<file path="src/rtl/dror_dispatch_controller.sv">
// dror_dispatch_controller: round-robin point dispatcher for DROR validator cores, outlier indices queued in an internal FIFO.
// Latency: start edge enters RUN, first core_load one cycle later; grants are registered, so verdict -> ack takes >= 1 cycle.
// Backpressure: outlier verdicts stall while the FIFO is full (inliers never stall); pause freezes grants, FIFO keeps draining.
// Optional feature macro DISPATCH_STATS_EN adds inlier_count, outlier_count and stall_cycles outputs.
module dror_dispatch_controller #(
    parameter int IDX_W       = 32,
    parameter int CORE_NUMBER = 16,
    parameter int FIFO_DEPTH  = 32
) (
    input  logic                   clock,
    input  logic                   reset_n,
    input  logic                   start,
    input  logic [IDX_W-1:0]       point_cloud_size,
    input  logic                   pause,
    input  logic [CORE_NUMBER-1:0] core_done,
    input  logic [CORE_NUMBER-1:0] core_outlier,
    output logic [CORE_NUMBER-1:0] core_ack,
    output logic [CORE_NUMBER-1:0] core_load,
    output logic [IDX_W-1:0]       core_point_idx,
    output logic                   out_valid,
    output logic [IDX_W-1:0]       out_idx,
    input  logic                   out_ready,
    output logic                   busy,
    output logic                   done
`ifdef DISPATCH_STATS_EN
    ,
    output logic [IDX_W-1:0]       inlier_count,
    output logic [IDX_W-1:0]       outlier_count,
    output logic [IDX_W-1:0]       stall_cycles
`endif
);
    localparam int CW = (CORE_NUMBER > 1) ? $clog2(CORE_NUMBER) : 1;
    localparam int AW = (FIFO_DEPTH > 1) ? $clog2(FIFO_DEPTH) : 1;

    typedef enum logic [1:0] {S_IDLE = 2'd0, S_RUN = 2'd1, S_DONE = 2'd2} state_t;

    state_t                 state_q, state_d;
    logic [IDX_W-1:0]       size_q, size_d;
    logic [IDX_W-1:0]       next_idx_q, next_idx_d;
    logic [IDX_W-1:0]       retired_q, retired_d;
    logic [CORE_NUMBER-1:0] core_busy_q, core_busy_d;
    logic [IDX_W-1:0]       core_idx_q [CORE_NUMBER];
    logic [IDX_W-1:0]       core_idx_d [CORE_NUMBER];
    logic [CW-1:0]          rr_ptr_q, rr_ptr_d;
    logic [CORE_NUMBER-1:0] ack_q, ack_d;
    logic [CORE_NUMBER-1:0] load_q, load_d;
    logic [IDX_W-1:0]       pidx_q, pidx_d;
    logic [AW:0]            wr_ptr_q, wr_ptr_d;
    logic [AW:0]            rd_ptr_q, rd_ptr_d;
    logic [IDX_W-1:0]       fifo_mem_q [FIFO_DEPTH];

    logic                   fifo_full, fifo_empty, pop, push;
    logic [IDX_W-1:0]       push_dat;
    logic [CORE_NUMBER-1:0] cand, pending;
    logic                   grant_vld;
    logic [CW-1:0]          grant_id;
    int                     scan;

    assign fifo_empty = (wr_ptr_q == rd_ptr_q);
    assign fifo_full  = (wr_ptr_q[AW] != rd_ptr_q[AW]) && (wr_ptr_q[AW-1:0] == rd_ptr_q[AW-1:0]);
    assign out_valid  = !fifo_empty;
    assign out_idx    = out_valid ? fifo_mem_q[rd_ptr_q[AW-1:0]] : '0;
    assign pop        = out_valid && out_ready;
    // A core whose ack/load pulse is on the wire this cycle still shows its old core_done; skip it.
    assign pending    = ack_q | load_q;

    assign core_ack       = ack_q;
    assign core_load      = load_q;
    assign core_point_idx = pidx_q;
    assign busy           = (state_q == S_RUN);
    assign done           = (state_q == S_DONE);

    // Candidate set: free cores while points remain, finished cores unless an outlier meets a full FIFO.
    always_comb begin
        cand = '0;
        for (int i = 0; i < CORE_NUMBER; i++) begin
            if (core_busy_q[i]) begin
                if (core_done[i] && !pending[i] && !(core_outlier[i] && fifo_full)) begin
                    cand[i] = 1'b1;
                end
            end else if (next_idx_q < size_q) begin
                cand[i] = 1'b1;
            end
        end
        if (state_q != S_RUN || pause) begin
            cand = '0;
        end
    end

    // Round-robin pick: first candidate at or after the pointer.
    always_comb begin
        grant_vld = 1'b0;
        grant_id  = '0;
        scan      = 0;
        for (int k = 0; k < CORE_NUMBER; k++) begin
            scan = int'(rr_ptr_q) + k;
            if (scan >= CORE_NUMBER) begin
                scan = scan - CORE_NUMBER;
            end
            if (!grant_vld && cand[scan]) begin
                grant_vld = 1'b1;
                grant_id  = CW'(scan);
            end
        end
    end

    // Run sequencing and grant side effects: retire verdict, reload or free the core.
    always_comb begin
        state_d     = state_q;
        size_d      = size_q;
        next_idx_d  = next_idx_q;
        retired_d   = retired_q;
        core_busy_d = core_busy_q;
        core_idx_d  = core_idx_q;
        rr_ptr_d    = rr_ptr_q;
        ack_d       = '0;
        load_d      = '0;
        pidx_d      = pidx_q;
        push        = 1'b0;
        push_dat    = '0;
        case (state_q)
            S_IDLE, S_DONE: begin
                if (start) begin
                    state_d    = S_RUN;
                    size_d     = point_cloud_size;
                    next_idx_d = '0;
                    retired_d  = '0;
                end
            end
            S_RUN: begin
                if (retired_q == size_q) begin
                    state_d = S_DONE;
                end else if (grant_vld) begin
                    if (core_busy_q[grant_id]) begin
                        ack_d[grant_id] = 1'b1;
                        retired_d       = retired_q + 1'b1;
                        if (core_outlier[grant_id]) begin
                            push     = 1'b1;
                            push_dat = core_idx_q[grant_id];
                        end
                    end
                    if (next_idx_q < size_q) begin
                        load_d[grant_id]      = 1'b1;
                        pidx_d                = next_idx_q;
                        core_idx_d[grant_id]  = next_idx_q;
                        core_busy_d[grant_id] = 1'b1;
                        next_idx_d            = next_idx_q + 1'b1;
                    end else begin
                        core_busy_d[grant_id] = 1'b0;
                    end
                    rr_ptr_d = (int'(grant_id) == CORE_NUMBER - 1) ? '0 : grant_id + 1'b1;
                end
            end
            default: state_d = S_IDLE;
        endcase
        wr_ptr_d = push ? wr_ptr_q + 1'b1 : wr_ptr_q;
        rd_ptr_d = pop ? rd_ptr_q + 1'b1 : rd_ptr_q;
    end

    // Controller state registers.
    always_ff @(posedge clock or negedge reset_n) begin
        if (!reset_n) begin
            state_q     <= S_IDLE;
            size_q      <= '0;
            next_idx_q  <= '0;
            retired_q   <= '0;
            core_busy_q <= '0;
            for (int i = 0; i < CORE_NUMBER; i++) begin
                core_idx_q[i] <= '0;
            end
            rr_ptr_q    <= '0;
            ack_q       <= '0;
            load_q      <= '0;
            pidx_q      <= '0;
            wr_ptr_q    <= '0;
            rd_ptr_q    <= '0;
        end else begin
            state_q     <= state_d;
            size_q      <= size_d;
            next_idx_q  <= next_idx_d;
            retired_q   <= retired_d;
            core_busy_q <= core_busy_d;
            core_idx_q  <= core_idx_d;
            rr_ptr_q    <= rr_ptr_d;
            ack_q       <= ack_d;
            load_q      <= load_d;
            pidx_q      <= pidx_d;
            wr_ptr_q    <= wr_ptr_d;
            rd_ptr_q    <= rd_ptr_d;
        end
    end

    // Outlier FIFO storage, written at the tail on push.
    always_ff @(posedge clock or negedge reset_n) begin
        if (!reset_n) begin
            for (int i = 0; i < FIFO_DEPTH; i++) begin
                fifo_mem_q[i] <= '0;
            end
        end else if (push) begin
            fifo_mem_q[wr_ptr_q[AW-1:0]] <= push_dat;
        end
    end

`ifdef DISPATCH_STATS_EN
    logic [IDX_W-1:0]       inl_q, inl_d, outl_q, outl_d, stall_q, stall_d;
    logic [CORE_NUMBER-1:0] blocked;

    // Verdict and stall counters, cleared on each accepted start.
    always_comb begin
        inl_d   = inl_q;
        outl_d  = outl_q;
        stall_d = stall_q;
        blocked = core_busy_q & core_done & core_outlier & ~pending & {CORE_NUMBER{fifo_full}};
        if (state_q != S_RUN && start) begin
            inl_d   = '0;
            outl_d  = '0;
            stall_d = '0;
        end else begin
            if (|(ack_d & ~core_outlier)) inl_d = inl_q + 1'b1;
            if (|(ack_d & core_outlier))  outl_d = outl_q + 1'b1;
            if (state_q == S_RUN && |blocked) stall_d = stall_q + 1'b1;
        end
    end

    // Statistics registers.
    always_ff @(posedge clock or negedge reset_n) begin
        if (!reset_n) begin
            inl_q   <= '0;
            outl_q  <= '0;
            stall_q <= '0;
        end else begin
            inl_q   <= inl_d;
            outl_q  <= outl_d;
            stall_q <= stall_d;
        end
    end

    assign inlier_count  = inl_q;
    assign outlier_count = outl_q;
    assign stall_cycles  = stall_q;
`endif

endmodule

</file>
<file path="config.mk">
export PLATFORM = sky130hd
export DESIGN_NAME = dror_dispatch_controller
export DESIGN_NICKNAME = d
export VERILOG_FILES = /design/src/rtl/dror_dispatch_controller.sv
export SDC_FILE = /design/constraint.sdc
export NUM_CORES = 2
export LEC_CHECK = 0
export BUFFER_PORTS_ARGS = -buffer_cell sky130_fd_sc_hd__buf_2
export CORE_MARGIN = 2
export CORE_UTILIZATION = 50
export DETAILED_ROUTE_END_ITERATION = 12
export PLACE_DENSITY = 0.63
export SLEW_MARGIN = 15
export SYNTH_ARGS = -nofsm -noshare
export SYNTH_HDL_FRONTEND = slang
export SYNTH_SLANG_ARGS = --single-unit
export TNS_END_PERCENT = 10
</file>
<file path="constraint.sdc">
create_clock -name clock -period 8.7 [get_ports clock]
set_input_delay 2.61 -clock clock [delete_from_list [all_inputs] [get_ports clock]]
set_output_delay 2.61 -clock clock [all_outputs]
set_load 0.01 [all_outputs]
</file>
==> impl_metrics.toml <==
[synth]
synth_ff_type = "sky130_fd_sc_hd__dfrtp_1"
count_of_flip_flops_with_a_built_in_enable_after_synthesis = 0
synth.cell_area_mm2 = 0.0823
synth_seq_cells = 1730
synthesis.area_per_instance_um2 = 12.3
netlist_top_cells_area = "sky130_fd_sc_hd__dfrtp_1, sky130_fd_sc_hd__mux2_2, sky130_fd_sc_hd__mux4_2, sky130_fd_sc_hd__o2bb2ai_1, sky130_fd_sc_hd__nand2_1"
synth_top_cell_by_area = "sky130_fd_sc_hd__dfrtp_1"
post_synthesis_net_count = 6813
synthDistinctLibCells = 105
yosysWarningCount = 0
asyncSetResetFlopFracSynth_pct = 100
synth-seq-area-share_pct = 52.6
area_share_of_the_largest_cell_type_after_synthesis_pct = 52.6
synthesized_instance_count = 6697

[worst_setup_path]
startpoint_type = "flip-flop"
critical_path_required_ns = 9.44
critical_path.endpoint_type = "flip-flop"
timing.setup.critical_path_class = "reg2reg"
cp.arrival_ns = 8.48
crit_fanout = 43

[floorplan]
floorplan.initialDensity_pct = 50.4
chipHeight_um = 410
rows = 148
fp.dieArea_mm2 = 0.168
die_width_um = 410
num_io_pins = 168
fp.coreArea_mm2 = 0.163

[sta]
slew_violations = 0
finalClockSkew_ns = 0.0304
final.period_utilization_pct = 88.9
fin_setup_tns_ns = 0
worst-slew-pin-transition_ns = 1.19
rsz0062_at_grt = "false"
finalWorstSetupSlack_ns = 0.963
timing.fmax_ghz = 0.129
post-route-min-period_ns = 7.74
setup_violations = 0
final-hold-violation-count = 0
slew-limit-headroom_pct = 20.8

[layout]
n_fill_cell = 13255
final_cell_mix = "sky130_fd_sc_hd__dfrtp_1, sky130_fd_sc_hd__nand2_1, sky130_fd_sc_hd__mux2_2, sky130_fd_sc_hd__o2bb2ai_1, sky130_fd_sc_hd__mux4_2"
antennaDiodeCount = 0
design.final.nets = 6769
layout_cell_share_with_drive_strength_beyond_1_pct = 29.4
flow.area_growth_from_synthesis_pct = 12.8
commonest_non_fill_non_tap_cell_in_the_layout = "sky130_fd_sc_hd__dfrtp_1"
post_layout_nonfiller_instances = 8973

[status]
status = "finished clean"

[global_route]
grt_start_max_net_pins = 191
grt_overflow = 0
overall_global_routing_usage_pct = 29.3
grt_first_pass_wirelength_um = 375000
first_global_vias = 57957
antenna_found_initial = 0

[detailed_routing]
routed_wirelength_um = 244000
route.antenna.remaining_nets = 0
wire_per_inst_um = 27.2
dr.pass1.iters = 8
overall_via_count_from_detail_route = 57155
drt_iter0_markers = 5878
vias_per_cell = 6.37
post-route-drc-count = 0

[clock_tree]
cts_made_buffers = 179
worstSkewPairLatency_ns = 0.84
cts_buffer_depth = 3
cts.sink_count = 1730
cts_tree = "yes"
cts_resized = 0
htree_levels = 4
clock_tree.root_cell = "sky130_fd_sc_hd__clkbuf_16"
cts_hold_buf = 0
worst_setup_hold_path_clk_slew_ns = 0.06
post-cts-setup-buffers = 0

[place]
gp_congestion = 0.953
half_perimeter_wire_length_after_placement_um = 152000
numPlacedInstances = 8647
io_buffer_count = 167
dp_slack_ns = 0.399

[hold_path]
hold_class = "reg2reg"

[job]
timing.max_cap.violations = 0
==> cell usage after synthesis, drive strengths merged, types with 65 or more instances <==
cell type and instances:
a21oi 131, buf 310, clkbuf 355, dfrtp 1730
inv 87, mux2 881, mux2i 69, mux4 330
nand2 977, nand3 332, nor2 129, o21ai 145
o2bb2ai 610, xnor2 65
==> registers in the layout (all words and copies together) (netlist names), named ones only <==
| name | count |
|---|---|
| rd_ptr_q | 6 |
| next_idx_q | 32 |
| core_point_idx | 32 |
| retired_q | 32 |
| wr_ptr_q | 6 |
| core_ack | 16 |
| core_idx_q | 512 |
| state_q | 2 |
| rr_ptr_q | 4 |
| fifo_mem_q | 1024 |
| core_load | 16 |
| size_q | 32 |
==> critical path, stage by stage, from the launching register on <==
cell and delay, ns:
sky130_fd_sc_hd__dfrtp_1 0.87, sky130_fd_sc_hd__ha_1 0.38, sky130_fd_sc_hd__nand4_1 0.14, sky130_fd_sc_hd__nor2_1 0.06, sky130_fd_sc_hd__a221o_1 0.33, sky130_fd_sc_hd__or2_1 0.56, sky130_fd_sc_hd__o311ai_0 0.75, sky130_fd_sc_hd__nand4_1 0.45
sky130_fd_sc_hd__o32ai_2 0.40, sky130_fd_sc_hd__nor2_1 0.17, sky130_fd_sc_hd__o221a_2 0.32, sky130_fd_sc_hd__o21ai_1 0.50, sky130_fd_sc_hd__o22a_4 0.34, sky130_fd_sc_hd__buf_4 0.19, sky130_fd_sc_hd__mux2_2 0.34, sky130_fd_sc_hd__o211ai_1 0.20
sky130_fd_sc_hd__o21ai_1 0.12, sky130_fd_sc_hd__a22oi_2 0.26, sky130_fd_sc_hd__buf_12 0.33, sky130_fd_sc_hd__or2_2 0.21, sky130_fd_sc_hd__buf_12 0.19, sky130_fd_sc_hd__buf_4 0.27, sky130_fd_sc_hd__o2bb2ai_1 0.15
==> cell type report <==
| cell class | instances | area, µm² | area share, % |
|---|---|---|---|
| repair buffers | 440 | 4460 | 4.81 |
| multi-input cells | 4213 | 35900 | 38.7 |
| clock buffers | 257 | 5270 | 5.68 |
| flip-flops and latches | 1730 | 43300 | 46.6 |
| well taps | 2175 | 2720 | 2.93 |
| clock inverters | 69 | 835 | 0.899 |
| inverters | 89 | 339 | 0.365 |
==> worst paths after layout <==
path                           startpoint              end  slack [ns]  cells after the start
max                        next_idx_q[31]  fifo_mem_q[940]        0.96                     22
min                        core_idx_q[35]   core_idx_q[35]        0.47                      2
max reg2reg                next_idx_q[31]  fifo_mem_q[940]        0.96                     22
min reg2reg                core_idx_q[35]   core_idx_q[35]        0.47                      2
max in group asynchronous         reset_n  fifo_mem_q[723]        5.00                      3
min in group asynchronous         reset_n   core_idx_q[74]        1.74                      1
==> per-layer routing <==
layer / part of all wire (%) / track usage, % / up-vias
li1: - / - / 24419
met1: 44 / 42.7 / 30063
met2: 46 / 44.8 / 2258
met3: 7.2 / 5.25 / 415
met4: 2.8 / 8.76 / 0
met5: 0 / 0 / -
==> through the flow <==
step                      hold WS (ns)  utilization [%]  instance area (µm²)
after floorplan                  0.442                -                82300
after global placement           0.456             53.2                86700
after detailed placement         0.462             53.2                86700
after CTS                        0.477             56.9                92900
after global routing             0.489             56.9                92900
final                            0.473             56.9                92900
==> cell families after synthesis <==
kind of cell               after synthesis  share of synthesized area, %
AOI/OAI and AO/OA                     1107                          10.6
muxes                                 1280                          22.1
adders and majority gates               47                         0.715
buffers and inverters                  754                          3.95
xor gates and xnor gates                90                         0.999
DFF                                   1730                          52.6
and+or+nand+nor                       1689                          9.13
Power is not shown: default switching activity piles up to over one toggle a cycle in this logic, so the estimate is an artifact.
